**src/rtl/byte_serial_adder32_pkg.sv**
```systemverilog
// rtl/byte_serial_adder32_pkg.sv - shared FSM state type and default sizing for the byte-serial adder
package byte_serial_adder32_pkg;

    typedef enum logic [1:0] {
        IDLE = 2'd0,
        ADD  = 2'd1,
        DONE = 2'd2
    } state_t;

    localparam int SLICE_DEFAULT = 8;
    localparam int WIDTH_DEFAULT = 32;

endpackage

```
**src/rtl/prefix_add8.sv**
```systemverilog
// rtl/prefix_add8.sv - combinational Kogge-Stone slice adder with carry-in
module prefix_add8 #(
    parameter int W = 8
) (
    input  logic [W-1:0] a,
    input  logic [W-1:0] b,
    input  logic         cin,
    output logic [W-1:0] s,
    output logic         cout
);

    localparam int LV = $clog2(W);

    logic [W-1:0] p0;
    logic [W-1:0] gv;
    logic [W-1:0] pv;
    logic [W-1:0] gn;
    logic [W-1:0] pn;

    assign p0 = a ^ b;

    // cin is folded into bit 0's generate so every prefix group carries it along
    always_comb begin
        gv    = a & b;
        pv    = p0;
        gn    = '0;
        pn    = '0;
        gv[0] = gv[0] | (pv[0] & cin);
        for (int l = 0; l < LV; l++) begin
            gn = gv;
            pn = pv;
            for (int i = (1 << l); i < W; i++) begin
                gn[i] = gv[i] | (pv[i] & gv[i - (1 << l)]);
                pn[i] = pv[i] & pv[i - (1 << l)];
            end
            gv = gn;
            pv = pn;
        end
        s    = p0 ^ {gv[W-2:0], cin};
        cout = gv[W-1];
    end

endmodule

```
**src/rtl/byte_serial_adder32.sv**
```systemverilog
// rtl/byte_serial_adder32.sv - slice-serial adder: one SLICE-bit prefix add per cycle, valid/ready handshakes
module byte_serial_adder32
    import byte_serial_adder32_pkg::*;
#(
    parameter int WIDTH = WIDTH_DEFAULT,
    parameter int SLICE = SLICE_DEFAULT
) (
    input  logic             clk,
    input  logic             rst_n,
    input  logic             in_valid,
    output logic             in_ready,
    input  logic [WIDTH-1:0] a,
    input  logic [WIDTH-1:0] b,
    input  logic             cin,
    output logic             out_valid,
    input  logic             out_ready,
    output logic [WIDTH-1:0] sum,
    output logic             cout
);

    localparam int NSLICE = WIDTH / SLICE;
    localparam int KW     = (NSLICE > 1) ? $clog2(NSLICE) : 1;
    localparam logic [KW-1:0] K_LAST = KW'(NSLICE - 1);

    state_t           state;
    state_t           state_n;
    logic [WIDTH-1:0] a_r;
    logic [WIDTH-1:0] b_r;
    logic [WIDTH-1:0] sum_r;
    logic             carry;
    logic [KW-1:0]    k;
    logic [SLICE-1:0] s_a;
    logic [SLICE-1:0] s_b;
    logic [SLICE-1:0] s_sum;
    logic             s_cout;
    logic             last;

    assign in_ready  = (state == IDLE);
    assign out_valid = (state == DONE);
    assign sum       = sum_r;
    assign cout      = carry;
    assign last      = (k == K_LAST);

    assign s_a = a_r[SLICE*int'(k) +: SLICE];
    assign s_b = b_r[SLICE*int'(k) +: SLICE];

    prefix_add8 #(.W(SLICE)) u_slice (
        .a    (s_a),
        .b    (s_b),
        .cin  (carry),
        .s    (s_sum),
        .cout (s_cout)
    );

    always_ff @(posedge clk or negedge rst_n) begin
        if (!rst_n) begin
            state <= IDLE;
        end else begin
            state <= state_n;
        end
    end

    always_comb begin
        state_n = state;
        case (state)
            IDLE:    if (in_valid)  state_n = ADD;
            ADD:     if (last)      state_n = DONE;
            DONE:    if (out_ready) state_n = IDLE;
            default: state_n = IDLE;
        endcase
    end

    // carry holds cin until slice 0 consumes it, then the running slice carry, then cout
    always_ff @(posedge clk or negedge rst_n) begin
        if (!rst_n) begin
            a_r   <= '0;
            b_r   <= '0;
            sum_r <= '0;
            carry <= 1'b0;
            k     <= '0;
        end else begin
            case (state)
                IDLE: begin
                    if (in_valid) begin
                        a_r   <= a;
                        b_r   <= b;
                        carry <= cin;
                        k     <= '0;
                    end
                end
                ADD: begin
                    sum_r[SLICE*int'(k) +: SLICE] <= s_sum;
                    carry <= s_cout;
                    k     <= last ? '0 : k + KW'(1);
                end
                default: ;
            endcase
        end
    end

endmodule

```
**config.mk**
```make
export PLATFORM = sky130hd
export DESIGN_NAME = byte_serial_adder32
export DESIGN_NICKNAME = d
export VERILOG_FILES = /design/src/rtl/byte_serial_adder32_pkg.sv /design/src/rtl/prefix_add8.sv /design/src/rtl/byte_serial_adder32.sv
export SDC_FILE = /design/constraint.sdc
export NUM_CORES = 1
export LEC_CHECK = 0
export CORE_ASPECT_RATIO = 0.8
export CORE_MARGIN = 10
export CORE_UTILIZATION = 55
export DETAILED_ROUTE_END_ITERATION = 10
export HOLD_SLACK_MARGIN = 0.15
export PLACE_DENSITY_LB_ADDON = 0.1
export SLEW_MARGIN = 20
export SYNTH_ARGS = -nofsm -noshare
export SYNTH_HDL_FRONTEND = slang
export SYNTH_SLANG_ARGS = --single-unit
```
**constraint.sdc**
```tcl
create_clock -name clk -period 5.65 [get_ports clk]
set_clock_uncertainty 0.15 [all_clocks]
set_input_delay 1.13 -clock clk [delete_from_list [all_inputs] [get_ports clk]]
set_output_delay 1.13 -clock clk [all_outputs]
set_load 0.01 [all_outputs]
```
=== Word level (Yosys, flattened, before mapping) ===
Index checks and enable logic that the tools add are counted.

* $lt $le $gt $ge: 0
* Multipliers: 0
* Div/mod/pow operators: 0
* Multiplexer cells: 10
* Equal/unequal tests: 6
* Add/sub/neg operators: 2
* Shifts and indexed selects: 4
* Bitwise logic cells: 49
* Reductions and logical operators: 5

{| class="wikitable"
|+ Operator list
! cell !! count
|-
| 32-bit by 6-bit indexed part select with 8-bit output || 2
|-
| 5-bit negation with 33-bit output || 1
|-
| 8-bit by 33-bit variable shift with 32-bit output, first input constant || 1
|-
| 8-bit by 33-bit indexed part select with 32-bit output || 1
|-
| 32-bit bitwise mux || 1
|-
| 1-bit bitwise AND || 28
|-
| 1-bit bitwise OR || 18
|-
| 8-bit bitwise XOR || 2
|-
| 2-bit two-way mux || 5
|-
| 8-bit bitwise AND || 1
|-
| 2-bit case mux with 3 select lines || 1
|-
| 2-bit equality test, second input constant || 2
|-
| 2-bit inequality test, second input constant || 2
|-
| 2-bit case mux with 2 select lines || 1
|-
| 2-bit AND reduction || 2
|-
| 3-bit AND reduction || 1
|-
| 2-bit by 1-bit adder with 2-bit output, second input constant || 1
|-
| 2-bit by 1-bit equality test with 1-bit output, second input constant || 1
|-
| 2-bit logical NOT || 1
|-
| 2-bit by 1-bit inequality test with 1-bit output, second input constant || 1
|-
| 1-bit case mux with 2 select lines || 1
|-
| 2-bit nonzero test || 1
|-
| 1-bit two-way mux || 1
|}

* Bits in latches: 0
* Output and inout bits: 35
* Memories kept: 0
* Word-level logic and storage cells: 82
* Memory bits (writable): 0
* Memory bits (read-only): 0
* Register bits after elaboration: 101

=== Depth between registers and ports, before layout ===
* Word-level depth: 11
* Mapped depth: 10
* Depth with buffers taken out: 9

=== Cells and area by module ===
From an unflattened synthesis, not the netlist that was laid out.

* Cell total of the unflattened synthesis: 359
* Area total of the unflattened synthesis: 5079.9 µm²

{| class="wikitable"
|+ By module, submodules not included
! module !! instances !! cells an instance !! area an instance (µm²) !! sequential area each (µm²)
|-
| byte_serial_adder32 || 1 || 318 || 4743.3 || 2527.4
|-
| prefix_add8 || 1 || 41 || 336.6 || 0.0
|}

=== Least setup slack after synthesis ===
Ideal clock, no wire load.

* Kind: reg2reg
* Start point: register k[0]
* End point: register sum_r[30] (netlist: sum[30])
* Required time: 5379 ps
* Setup time: 121 ps
* Setup slack: 2629 ps
* Arrival time: 2750 ps
* Cell stages (with the launch flop): 11
* Cells stage by stage: dfrtp_1 -> buf_2 -> mux4_2 -> fa_1 -> inv_1 -> fa_1 -> nand2b_1 -> a21oi_1 -> a211oi_2 -> xnor2_1 -> a22o_2

* Longest elaborated chain between the ends: 11

{| class="wikitable"
|+ RTL lines
! what !! RTL line !! text
|-
| start: declaration || byte_serial_adder32.sv:31 || <nowiki>logic [KW-1:0] k;</nowiki>
|-
| start signal: assignment || byte_serial_adder32.sv:94 || <nowiki>k <= last ? '0 : k + KW'(1);</nowiki>
|-
| 32-bit by 6-bit indexed part select with 8-bit output (on tied branches) || byte_serial_adder32.sv:44, byte_serial_adder32.sv:45 ||
|-
| 8-bit bitwise XOR || prefix_add8.sv:20 || <nowiki>assign p0 = a ^ b;</nowiki>
|-
| 1-bit bitwise AND || prefix_add8.sv:28 || <nowiki>gv[0] = gv[0] | (pv[0] & cin);</nowiki>
|-
| 1-bit bitwise OR || prefix_add8.sv:28 ||
|-
| 1-bit bitwise AND || prefix_add8.sv:33 || <nowiki>gn[i] = gv[i] | (pv[i] & gv[i - (1 << l)]);</nowiki>
|-
| 1-bit bitwise OR || prefix_add8.sv:33 ||
|-
| 1-bit bitwise AND || prefix_add8.sv:33 ||
|-
| 1-bit bitwise OR || prefix_add8.sv:33 ||
|-
| 8-bit bitwise XOR || prefix_add8.sv:39 || <nowiki>s = p0 ^ {gv[W-2:0], cin};</nowiki>
|-
| 8-bit by 33-bit indexed part select with 32-bit output || byte_serial_adder32.sv:92 || <nowiki>sum_r[SLICE*int'(k) +: SLICE] <= s_sum;</nowiki>
|-
| 32-bit bitwise mux * || byte_serial_adder32.sv:92 ||
|-
| end signal: indexed assignment || byte_serial_adder32.sv:92 ||
|-
| end: declaration || byte_serial_adder32.sv:29 || <nowiki>logic [WIDTH-1:0] sum_r;</nowiki>
|}

Every way passes the cells marked *; elsewhere a longest branch is shown, timed or not.
A chain may end at the register's enable or synchronous reset.

=== Worst setup path after layout ===
Ends and elaborated chain as after synthesis.

==> report_table.html <==
<table>
<tr><th>Metric</th><th>Value</th></tr>
<tr><th colspan="2">Global routing</th></tr>
<tr><td>GRT overflow</td><td>0</td></tr>
<tr><td>Antenna violations before repair</td><td>0</td></tr>
<tr><td>Wire length of the first global-routing pass</td><td>16.2 mm</td></tr>
<tr><td>All-layer global routing usage</td><td>0.164</td></tr>
<tr><td>Maximum number of pins on one net before global-route repair</td><td>65</td></tr>
<tr><td>Via count of the first global-routing pass</td><td>3,284</td></tr>
<tr><th colspan="2">Critical path</th></tr>
<tr><td>Startpoint of the lowest-slack register-to-register path</td><td>k[0]$_DFFE_PN0P_</td></tr>
<tr><td>WS Path Type</td><td>flip-flop to flip-flop</td></tr>
<tr><td>Slack of the worst reg-to-reg path</td><td>2.32 ns</td></tr>
<tr><td>End of the worst register-to-register path</td><td>sum[30]$_DFFE_PN0P_</td></tr>
<tr><td>CP max stage cell</td><td>sky130_fd_sc_hd__mux4_2</td></tr>
<tr><td>Worst-path fanout max</td><td>19</td></tr>
<tr><td>Kind of end point of the critical path</td><td>flip-flop</td></tr>
<tr><td>Crit-path max cell delay</td><td>0.57 ns</td></tr>
<tr><td>Critical Path Start Type</td><td>flip-flop</td></tr>
<tr><td>Cells traversed along the worst timing path</td><td>buf_4, mux4_2, fa_1, inv_1, fa_1, nand2b_1, a21oi_1, a211oi_2, xnor2_1, a22o_2</td></tr>
<tr><td>Worst Reg-to-Reg Cells</td><td>10</td></tr>
<tr><td>Arrival time worst endpoint</td><td>3.44 ns</td></tr>
<tr><td>Kind of cell with the highest combined delay on the critical path</td><td>adder cells</td></tr>
<tr><td>Critical Path RT</td><td>5.76 ns</td></tr>
<tr><td>Buffers &amp; Inverters on Critical Path</td><td>2</td></tr>
<tr><td>Cell seen most often among critical-path stages</td><td>sky130_fd_sc_hd__fa_1</td></tr>
<tr><th colspan="2">Routing</th></tr>
<tr><td>Number of DRC markers after the initial detailed-route iteration</td><td>129</td></tr>
<tr><td>Final wirelength</td><td>10.0 mm</td></tr>
<tr><td>Overall via count from detail_route</td><td>2,948</td></tr>
<tr><td>Average wire length per cell after detail routing</td><td>18.6 um</td></tr>
<tr><td>Count of antenna-violating nets left after detailed routing</td><td>0</td></tr>
<tr><td>DRC errors left</td><td>0</td></tr>
<tr><td>Vias per std cell</td><td>5.48</td></tr>
<tr><td>First-pass DRT Iterations</td><td>4</td></tr>
<tr><th colspan="2">CTS</th></tr>
<tr><td>Setup Buffers After CTS</td><td>0</td></tr>
<tr><td>Skew-Pair Late Insertion Delay</td><td>0.37 ns</td></tr>
<tr><td>Sinks on the clock net</td><td>101</td></tr>
<tr><td>Clock tree from TritonCTS</td><td>done</td></tr>
<tr><td>Number of hold-repair buffers added at the cts stage</td><td>0</td></tr>
<tr><td>Cell chosen for the clock root</td><td>sky130_fd_sc_hd__clkbuf_8</td></tr>
<tr><td>Maximum level of the CTS H-tree</td><td>3</td></tr>
<tr><td>Number of buffers created by CTS</td><td>9</td></tr>
<tr><td>Post-CTS resize count</td><td>0</td></tr>
<tr><td>Maximum clock insertion buffer count</td><td>2</td></tr>
<tr><td>Clock input transition at the sequential cells of the worst setup and hold paths</td><td>0.09 ns</td></tr>
<tr><th colspan="2">Synth</th></tr>
<tr><td>Cell variety after synth</td><td>44</td></tr>
<tr><td>Syn Std Cell Area</td><td>0.00471 sq mm</td></tr>
<tr><td>EDFF count, synth</td><td>0</td></tr>
<tr><td>Cell taking the most area after synthesis</td><td>sky130_fd_sc_hd__dfrtp_1</td></tr>
<tr><td>Syn Inst Count</td><td>317</td></tr>
<tr><td>Post-Syn Area per Cell</td><td>14.9 sq um</td></tr>
<tr><td>Proportion of synthesized flip-flops having asynchronous set or reset</td><td>1.00</td></tr>
<tr><td>Flip-flop and latch count after synthesis</td><td>101</td></tr>
<tr><td>Yosys Warn Count</td><td>0</td></tr>
<tr><td>Fraction of post-synthesis cell area in the top cell type by area</td><td>0.536</td></tr>
<tr><td>Register area share after synthesis</td><td>0.536</td></tr>
<tr><td>Dominant register cell in the synthesized netlist</td><td>sky130_fd_sc_hd__dfrtp_1</td></tr>
<tr><td>Syn_nets</td><td>401</td></tr>
<tr><td>Top post-synthesis cells by area</td><td>sky130_fd_sc_hd__dfrtp_1 54%, sky130_fd_sc_hd__mux2_2 14%, sky130_fd_sc_hd__mux4_2 7.6%, sky130_fd_sc_hd__a22o_1 3.7%, sky130_fd_sc_hd__ha_1 3.5%</td></tr>
<tr><th colspan="2">Die</th></tr>
<tr><td>Overall die width</td><td>124 um</td></tr>
<tr><td>Die boundary height</td><td>103 um</td></tr>
<tr><td>Top-level port count</td><td>104</td></tr>
<tr><td>Die Footprint</td><td>0.0127 sq mm</td></tr>
<tr><td>Number of cell rows</td><td>30</td></tr>
<tr><td>Core region area</td><td>0.00841 sq mm</td></tr>
<tr><td>Initial core utilization</td><td>0.561</td></tr>
<tr><th colspan="2">Timing</th></tr>
<tr><td>Setup Total Neg Slack</td><td>0 ns</td></tr>
<tr><td>Final setup fails</td><td>0</td></tr>
<tr><td>Max Fclk</td><td>300 MHz</td></tr>
<tr><td>Worst relative slew slack</td><td>0.387</td></tr>
<tr><td>Fraction of the cycle the final worst path needs</td><td>0.590</td></tr>
<tr><td>Count of final hold-check violations</td><td>0</td></tr>
<tr><td>Number of pins with negative max-slew slack in the final report</td><td>0</td></tr>
<tr><td>Min cycle time layout</td><td>3.33 ns</td></tr>
<tr><td>Worst Tran Pin Value</td><td>0.920 ns</td></tr>
<tr><td>RSZ-0062 raised after global routing</td><td>false</td></tr>
<tr><th colspan="2">Layout</th></tr>
<tr><td>Final antenna diode count</td><td>0</td></tr>
<tr><td>Count of placed standard cells in the final layout, fillers left out</td><td>538</td></tr>
<tr><td>Final instance area</td><td>0.00595 sq mm</td></tr>
<tr><td>Share of final-layout standard cells stronger than drive strength 1</td><td>0.275</td></tr>
<tr><td>Relative area change from synthesis to final layout</td><td>26.3%</td></tr>
<tr><td>Leading cell types in the layout, fill and taps excluded</td><td>102 x sky130_fd_sc_hd__clkdlybuf4s50_1, 101 x sky130_fd_sc_hd__dfrtp_1, 60 x sky130_fd_sc_hd__mux2_2</td></tr>
<tr><td>Most common cell after layout, fill and taps aside</td><td>sky130_fd_sc_hd__clkdlybuf4s50_1</td></tr>
<tr><td>Number of fill cells</td><td>587</td></tr>
<tr><td>Post-Route Utilization</td><td>0.708</td></tr>
<tr><td>Total number of nets in the final design</td><td>505</td></tr>
<tr><th colspan="2">Power</th></tr>
<tr><td>Combinational share of power</td><td>0.563</td></tr>
<tr><td>Seq pwr share</td><td>0.331</td></tr>
<tr><td>Pwr Density</td><td>650 mW/mm^2</td></tr>
<tr><td>Maximum ir drop on the vdd rail</td><td>0.000285 V</td></tr>
<tr><td>Leakage power summed over all cells</td><td>2.51 nW</td></tr>
<tr><td>Switching power total</td><td>1.58 mW</td></tr>
<tr><td>Clk network pwr share</td><td>0.107</td></tr>
<tr><td>Cell-internal power</td><td>2.29 mW</td></tr>
<tr><td>Switch share</td><td>0.409</td></tr>
<tr><th colspan="2">Placement</th></tr>
<tr><td>Placed standard-cell area</td><td>0.00578 sq mm</td></tr>
<tr><td>IO buf count</td><td>103</td></tr>
<tr><td>Half-perimeter wire length of the detailed placement result</td><td>7.66 mm</td></tr>
<tr><td>Cell count after placement</td><td>522</td></tr>
<tr><td>RePlAce Congestion</td><td>0.810</td></tr>
<tr><th colspan="2">Job</th></tr>
<tr><td>Max-cap violations</td><td>0</td></tr>
<tr><th colspan="2">Hold path</th></tr>
<tr><td>Worst Hold Endpoint</td><td>sum[17]$_DFFE_PN0P_</td></tr>
<tr><td>Hold WC Path Type</td><td>flip-flop to flip-flop</td></tr>
<tr><td>Worst hold stages</td><td>2</td></tr>
<tr><td>Worst Hold Launch</td><td>sum[17]$_DFFE_PN0P_</td></tr>
<tr><th colspan="2">Run status</th></tr>
<tr><td>Run status</td><td>complete, no violations</td></tr>
</table>
[power by group through the flow]
stage / Combinational [mW] / Clock, mW / Sequential (mW)
4_1_cts: 2.20 / 0.422 / 1.28
3_3_place_gp: 2.15 / 0 / 1.29
3_5_place_dp: 2.19 / 0 / 1.30
5_1_grt: 2.39 / 0.446 / 1.33
6_report: 2.18 / 0.413 / 1.28
2_1_floorplan: 1.59 / 0 / 1.24
[final cells by class]
| cell class | count | area, sq um | share of cell area |
|---|---|---|---|
| Tap cell | 112 | 140 | 0.0235 |
| Clock buffer | 10 | 128 | 0.0214 |
| Timing Repair Buffer | 106 | 1050 | 0.177 |
| Clock inverter | 6 | 46.3 | 0.00778 |
| Inverter | 9 | 33.8 | 0.00567 |
| Sequential cell | 101 | 2530 | 0.425 |
| Multi-Input combinational cell | 194 | 2030 | 0.340 |
[synth_stat cells, drive strengths merged, types with 2 or more instances]
cell type / number
a21o: 2
a21oi: 5
o211ai: 2
nand2b: 3
fa: 2
mux4: 16
nand2: 17
inv: 9
a211oi: 2
xor2: 2
ha: 13
mux2: 65
dfrtp: 101
xnor2: 3
nor2: 9
o21ai: 12
nor3: 3
a22o: 27
buf: 13
[worst max path at each step]
stage	startpoint	to	cells after the start
6_report	k[0]$_DFFE_PN0P_	sum[30]$_DFFE_PN0P_	10
5_1_grt	k[0]$_DFFE_PN0P_	sum[30]$_DFFE_PN0P_	10
4_1_cts	k[0]$_DFFE_PN0P_	sum[30]$_DFFE_PN0P_	10
3_5_place_dp	k[0]$_DFFE_PN0P_	sum[30]$_DFFE_PN0P_	10
3_3_place_gp	k[0]$_DFFE_PN0P_	sum[30]$_DFFE_PN0P_	10
2_1_floorplan	k[0]$_DFFE_PN0P_	sum[30]$_DFFE_PN0P_	10
[per-stage QoR]
stage	hold slack, ns	setup slack (ns)	power (mW)
2_1_floorplan	0.303	2.63	2.83
3_3_place_gp	0.311	2.45	3.43
3_5_place_dp	0.322	2.32	3.49
4_1_cts	0.344	2.31	3.91
5_1_grt	0.371	2.12	4.16
6_report	0.336	2.32	3.87
[worst min-delay path, stage by stage (launching register included)]
cell                      delay (ns)
sky130_fd_sc_hd__dfrtp_1        0.35
sky130_fd_sc_hd__nand2_1        0.05
sky130_fd_sc_hd__o21ai_0        0.06
[state kept, by name (all words and copies together) (netlist names)]
register and cells:
a_r 32, sum 32, state 2, k 2, b_r 32, cout 1
[metal layers]
layer / wire (um) / GRT usage
met1: 4240 / 0.192
met2: 4910 / 0.283
met3: 753 / 0.0575
met4: 98 / 0.0411
met5: 0 / 0
[cells by family after synthesis]
family	count (synthesis)	share of synthesized area
AO/OA/AOI/OAI	55	0.0908
XOR/XNOR	5	0.00929
buffers and inverters	22	0.0337
adder cells (fa/ha/maj)	15	0.0430
AND/OR/NAND/NOR	38	0.0552
multiplexers	81	0.232
flip-flops	101	0.536
No activity file was read; power rests on OpenSTA's default activity.
